<file path="config.mk">
export PLATFORM = sky130hd
export DESIGN_NAME = spi_wb_sequencer
export DESIGN_NICKNAME = d
export VERILOG_FILES = /design/src/rtl/spi_wb_sequencer.sv
export SDC_FILE = /design/constraint.sdc
export NUM_CORES = 1
export LEC_CHECK = 0
export CAP_MARGIN = 10
export CORE_MARGIN = 8
export CORE_UTILIZATION = 45
export CTS_BUF_LIST = sky130_fd_sc_hd__clkbuf_4
export CTS_CLUSTER_SIZE = 20
export DETAILED_ROUTE_END_ITERATION = 8
export PLACE_DENSITY = 0.79
export SYNTH_ARGS = -nofsm -noshare
export SYNTH_HDL_FRONTEND = slang
export SYNTH_SLANG_ARGS = --single-unit
</file>
<file path="constraint.sdc">
create_clock -name clk_i -period 1.3 [get_ports clk_i]
set_input_delay 0.195 -clock clk_i [delete_from_list [all_inputs] [get_ports clk_i]]
set_output_delay 0.195 -clock clk_i [all_outputs]
set_load 0.005 [all_outputs]
</file>
<file path="src/rtl/spi_wb_sequencer.sv">
// SPI-byte to Wishbone B4 sequencer: CMD/ADR/WDAT bytes drive one single Wishbone cycle per command.
// Optional bus watchdog under `WB_TIMEOUT_EN` (TIMEOUT cycles, ERR_BYTE reply, reads return zeros).
module spi_wb_sequencer #(
`ifdef WB_TIMEOUT_EN
    parameter int unsigned TIMEOUT    = 255,
    parameter logic [7:0]  ERR_BYTE   = 8'hEE,
`endif
    parameter logic [7:0]  STALL_BYTE = 8'h00,
    parameter logic [7:0]  ACK_BYTE   = 8'hFF
) (
    input  logic        clk_i,
    input  logic        rst_i,
    input  logic        rx_stb_i,
    input  logic [7:0]  rx_data_i,
    input  logic        frame_rst_i,
    output logic        tx_stb_o,
    output logic [7:0]  tx_data_o,
    output logic        wb_cyc_o,
    output logic        wb_stb_o,
    output logic        wb_we_o,
    output logic [3:0]  wb_sel_o,
    output logic [7:0]  wb_adr_o,
    output logic [31:0] wb_dat_o,
    input  logic [31:0] wb_dat_i,
    input  logic        wb_stall_i,
    input  logic        wb_ack_i
);

    typedef enum logic [2:0] {
        S_CMD,
        S_ADR,
        S_WDAT,
        S_BUSY,
        S_RDAT
    } state_t;

    state_t      state_q, state_d;
    logic [1:0]  cnt_q, cnt_d;
    logic        ack_q, ack_d;
    logic        cyc_q, cyc_d;
    logic        stb_q, stb_d;
    logic        we_q, we_d;
    logic [3:0]  sel_q, sel_d;
    logic [7:0]  adr_q, adr_d;
    logic [31:0] dat_q, dat_d;
    logic [31:0] rdat_q, rdat_d;
    logic        tx_stb_q, tx_stb_d;
    logic [7:0]  tx_data_q, tx_data_d;
    logic        ack_now;

`ifdef WB_TIMEOUT_EN
    localparam int TO_W = (TIMEOUT < 2) ? 1 : $clog2(TIMEOUT);
    logic            err_q, err_d;
    logic [TO_W-1:0] to_cnt_q, to_cnt_d;
`endif

    always_ff @(posedge clk_i) begin
        if (rst_i) begin
            state_q   <= S_CMD;
            cnt_q     <= '0;
            ack_q     <= 1'b0;
            cyc_q     <= 1'b0;
            stb_q     <= 1'b0;
            we_q      <= 1'b0;
            sel_q     <= '0;
            adr_q     <= '0;
            dat_q     <= '0;
            rdat_q    <= '0;
            tx_stb_q  <= 1'b0;
            tx_data_q <= '0;
`ifdef WB_TIMEOUT_EN
            err_q     <= 1'b0;
            to_cnt_q  <= '0;
`endif
        end else begin
            state_q   <= state_d;
            cnt_q     <= cnt_d;
            ack_q     <= ack_d;
            cyc_q     <= cyc_d;
            stb_q     <= stb_d;
            we_q      <= we_d;
            sel_q     <= sel_d;
            adr_q     <= adr_d;
            dat_q     <= dat_d;
            rdat_q    <= rdat_d;
            tx_stb_q  <= tx_stb_d;
            tx_data_q <= tx_data_d;
`ifdef WB_TIMEOUT_EN
            err_q     <= err_d;
            to_cnt_q  <= to_cnt_d;
`endif
        end
    end

    always_comb begin
        state_d   = state_q;
        cnt_d     = cnt_q;
        ack_d     = ack_q;
        cyc_d     = cyc_q;
        stb_d     = stb_q;
        we_d      = we_q;
        sel_d     = sel_q;
        adr_d     = adr_q;
        dat_d     = dat_q;
        rdat_d    = rdat_q;
        tx_stb_d  = 1'b0;
        tx_data_d = tx_data_q;
        ack_now   = cyc_q & wb_ack_i;
`ifdef WB_TIMEOUT_EN
        err_d     = err_q;
        to_cnt_d  = to_cnt_q;
`endif

        // Bus side runs independently of byte traffic; an ack ends the cycle outright.
        if (stb_q && !wb_stall_i)
            stb_d = 1'b0;
        if (ack_now) begin
            cyc_d = 1'b0;
            stb_d = 1'b0;
            ack_d = 1'b1;
            if (!we_q)
                rdat_d = wb_dat_i;
        end
`ifdef WB_TIMEOUT_EN
        else if (cyc_q) begin
            if (to_cnt_q == TO_W'(TIMEOUT - 1)) begin
                cyc_d  = 1'b0;
                stb_d  = 1'b0;
                err_d  = 1'b1;
                rdat_d = '0;
            end else begin
                to_cnt_d = to_cnt_q + 1'b1;
            end
        end
`endif

        if (rx_stb_i) begin
            tx_stb_d  = 1'b1;
            tx_data_d = STALL_BYTE;
            case (state_q)
                S_CMD: begin
                    we_d    = rx_data_i[7];
                    sel_d   = rx_data_i[3:0];
                    state_d = S_ADR;
                end
                S_ADR: begin
                    adr_d = rx_data_i;
                    if (we_q) begin
                        cnt_d   = '0;
                        state_d = S_WDAT;
                    end else begin
                        cyc_d   = 1'b1;
                        stb_d   = 1'b1;
                        state_d = S_BUSY;
`ifdef WB_TIMEOUT_EN
                        to_cnt_d = '0;
`endif
                    end
                end
                S_WDAT: begin
                    dat_d = {dat_q[23:0], rx_data_i};
                    cnt_d = cnt_q + 2'd1;
                    if (cnt_q == 2'd3) begin
                        cyc_d   = 1'b1;
                        stb_d   = 1'b1;
                        state_d = S_BUSY;
`ifdef WB_TIMEOUT_EN
                        to_cnt_d = '0;
`endif
                    end
                end
                S_BUSY: begin
`ifdef WB_TIMEOUT_EN
                    if (err_q) begin
                        tx_data_d = ERR_BYTE;
                        err_d     = 1'b0;
                        cnt_d     = '0;
                        state_d   = we_q ? S_CMD : S_RDAT;
                    end else
`endif
                    if (ack_q || ack_now) begin
                        tx_data_d = ACK_BYTE;
                        ack_d     = 1'b0;
                        cnt_d     = '0;
                        state_d   = we_q ? S_CMD : S_RDAT;
                    end
                end
                S_RDAT: begin
                    tx_data_d = rdat_q[31:24];
                    rdat_d    = {rdat_q[23:0], 8'h00};
                    cnt_d     = cnt_q + 2'd1;
                    if (cnt_q == 2'd3)
                        state_d = S_CMD;
                end
                default: state_d = S_CMD;
            endcase
        end

        // Chip-select deassert wins over everything, including a byte in the same cycle.
        if (frame_rst_i) begin
            state_d  = S_CMD;
            cnt_d    = '0;
            ack_d    = 1'b0;
            cyc_d    = 1'b0;
            stb_d    = 1'b0;
            tx_stb_d = 1'b0;
`ifdef WB_TIMEOUT_EN
            err_d    = 1'b0;
`endif
        end
    end

    assign tx_stb_o  = tx_stb_q;
    assign tx_data_o = tx_data_q;
    assign wb_cyc_o  = cyc_q;
    assign wb_stb_o  = stb_q;
    assign wb_we_o   = we_q;
    assign wb_sel_o  = sel_q;
    assign wb_adr_o  = adr_q;
    assign wb_dat_o  = dat_q;

endmodule

</file>
==> results.sh <==
export IMPL_multiInputGateArea_sq_um=2073
export IMPL_drt_initial_drc_count=245
export IMPL_rsz0062_at_grt="true"
export IMPL_first_global_vias=4033
export IMPL_htree_levels=3
export IMPL_rows=33
export IMPL_power_switching_uw=1245
export IMPL_hold_depth=2
export IMPL_clkTransAtPathRegs_ns=0.16
export IMPL_yosysWarnings=0
export IMPL_worst_hold_slack_ns=0.09747
export IMPL_finalNetCount=667
export IMPL_first_pass_iters=4
export IMPL_fmax_mhz=689.0
export IMPL_path_class="flip-flop to flip-flop"
export IMPL_ys_top_cells_by_count="nand2_1, dfxtp_1, a21oi_1"
export IMPL_initial_core_util_pct=45.64
export IMPL_crit_path_start_kind="flip-flop"
export IMPL_syn_avg_cell_area_sq_um=8.012
export IMPL_max_slew_worst_pin_slew_ns=0.3543
export IMPL_dpl_cell_count=663
export IMPL_core_area_sq_um=8093
export IMPL_synthDistinctLibCells=37
export IMPL_status="complete, but fails checks"
export IMPL_finalCritPeriodShare_pct=111.6
export IMPL_worstPathArrival_ns=1.79
export IMPL_finalWirelength_um=13270
export IMPL_r2r_slack_ns=-0.15
export IMPL_yosys_cell_count_top_type="nand2_1"
export IMPL_grt_ovfl_total=0
export IMPL_rr_worst_depth=6
export IMPL_fillers=518
export IMPL_fp_dieH_um=106.6
export IMPL_clock_path_buffers=2
export IMPL_crit_fanout=8
export IMPL_ctsHoldBuffers=0
export IMPL_n_antenna_cell=0
export IMPL_syn_area_sq_um=3694
export IMPL_synth_edf_count=0
export IMPL_ys_async_sr_fraction_pct=0
export IMPL_swShare_pct=23.91
export IMPL_syn_inst=461
export IMPL_intPower_uw=3962
export IMPL_drc_errors=0
export IMPL_seq_power_share_pct=56.1
export IMPL_io_buffers=101
export IMPL_cts_tree="built"
export IMPL_combPwrFrac_pct=9.2
export IMPL_clockPowerShare_pct=34.6
export IMPL_dieArea_sq_um=11360
export IMPL_violations="negative setup slack"
export IMPL_vias_per_cell=5.513
export IMPL_register_area_sq_um=1961
export IMPL_yosysTopAreaCell="dfxtp_1"
export IMPL_final_antenna_net_count=0
export IMPL_hold_class="input port to flip-flop"
export IMPL_report_final_slew_viol_count=0
export IMPL_syn_nets=508
export IMPL_power_density_nw_per_um2=841.1
export IMPL_grtUsageTotal_pct=21.19
export IMPL_num_vias=4019
export IMPL_place_hpwl_um=7162
export IMPL_drive_gt1_share_pct=38.30
export IMPL_finish_utilization_pct=76.48
export IMPL_fp_dieW_um=106.6
export IMPL_synth_top_cell_area_share_pct=50.95
export IMPL_cts_buffers=9
export IMPL_critical_path_required_ns=1.64
export IMPL_max_slew_margin_pct=76.34
export IMPL_p_leak_uw=0.002700
export IMPL_irDropWorstVdd_mv=0.4569
export IMPL_wl_per_cell_um=18.21
export IMPL_finClkSkew_ns=0.01837
export IMPL_clock_sinks=94
export IMPL_hold_viol=0
export IMPL_cts_root_buf="clkbuf_4"
export IMPL_final_cell_count_no_fill=729
export IMPL_synth_seq_cells=94
export IMPL_synth_ff_type="dfxtp_1"
export IMPL_ys_top_cells_by_area="dfxtp_1, nand2_1, a21oi_1, a311oi_1, nor2_1"
export IMPL_min_period_ns=1.451
export IMPL_grt_max_degree=35
export IMPL_grt_antenna_before_repair=0
export IMPL_clk_latency_ns=0.44
export IMPL_cap_violations=0
export IMPL_seq_area_frac_synth_pct=50.95
export IMPL_setup_violations=57
export IMPL_io_pins=102
export IMPL_areaGrowthSynthToFinish_pct=67.58
export IMPL_end_kind="flip-flop"
export IMPL_fin_ws_ns=-0.1513
export IMPL_grt_pass1_wl_um=19640
export IMPL_place_gp_congestion=0.8412
export IMPL_finalSetupTns_ns=-2.343
[critical path, stage by stage, from the launching register on]
cell	delay, ns
dfxtp_2	0.36
buf_6	0.12
nand2_4	0.07
or2_4	0.22
clkbuf_16	0.19
nand2_1	0.06
a311oi_1	0.33
[what timing repair did]
action | in CTS | in global routing
gates resized for setup | 151 | 94
cloned | 6 | 2
setup endpoints to repair | 134 | 89
setup buffers | 40 | 3
pin swaps | 13 | 49
[stage by stage]
stage	cell area, sq um	setup WS, ns	total power (uW)
global route	6190	-0.1994	5367
finish	6190	-0.1513	5206
CTS	5751	-0.09927	5136
global placement	4982	-0.2927	3371
floorplan	3706	-0.003152	3123
detailed placement	4982	-0.3632	3378
[per-layer routing]
| layer | global-route usage [%] | share of wire (%) |
|---|---|---|
| met5 | 0 | 0 |
| met4 | 10.75 | 3.1 |
| met3 | 4.799 | 6.3 |
| met2 | 37.66 | 52 |
| met1 | 23.16 | 39 |
[final timing paths]
path / startpoint / endpoint
worst max-delay path: wb_cyc_o$_SDFF_PP0_ / rdat_q[10]$_SDFF_PP0_
worst min register to register: wb_dat_o[30]$_SDFFE_PP0P_ / wb_dat_o[30]$_SDFFE_PP0P_
worst min-delay path: rst_i / wb_we_o$_SDFFE_PP0P_
worst max register to register: wb_cyc_o$_SDFF_PP0_ / rdat_q[10]$_SDFF_PP0_
[logic make-up after synthesis]
kind of cell / share of synthesized area (%)
xor gates and xnor gates: 0.4405
DFF: 50.95
and+or+nand+nor: 24.76
adders and majority gates: 0.3387
buffers and inverters: 4.946
muxes: 1.897
AOI/OAI and AO/OA: 16.67
[power groups by stage]
stage	Clock [uW]	Sequential, uW	Combinational (uW)
floorplan	0	2990	137
global placement	0	2990	382
detailed placement	0	2990	387
CTS	1800	2920	418
global route	1930	2930	506
finish	1800	2920	480
[cell type report]
| class | instances | area share, % |
|---|---|---|
| Clock buffer | 10 | 1.213 |
| Clock inverter | 5 | 1.354 |
| Inverter | 1 | 0.06064 |
| Multi-Input combinational cell | 330 | 33.50 |
| Sequential cell | 94 | 31.68 |
| Tap cell | 105 | 2.122 |
| Timing Repair Buffer | 184 | 30.08 |
[registers in the layout, summed over array words and instances, names as in the netlist]
name,count
wb_adr_o,8
state_q,3
cnt_q,2
wb_cyc_o,1
rdat_q,32
tx_stb_o,1
ack_q,1
tx_data_o,8
wb_sel_o,4
wb_dat_o,32
wb_we_o,1
wb_stb_o,1
[cells in the final DEF (no fill, tap or decap), types with 7 or more instances in the layout]
| cell | Yosys | routed |
|---|---|---|
| nand2_4 | 0 | 24 |
| nand2_1 | 165 | 132 |
| clkdlybuf4s50_1 | 0 | 43 |
| buf_4 | 4 | 57 |
| dlygate4sd2_1 | 0 | 53 |
| a31oi_1 | 7 | 7 |
| nand2_2 | 0 | 9 |
| dfxtp_1 | 94 | 37 |
| clkbuf_4 | 0 | 10 |
| dfxtp_2 | 0 | 54 |
| nor2_1 | 38 | 35 |
| buf_12 | 0 | 8 |
| buf_6 | 1 | 9 |
| a21oi_2 | 1 | 10 |
| a21oi_1 | 54 | 45 |
| a311oi_2 | 0 | 18 |
Note: power is estimated with default switching activity, not from simulation.
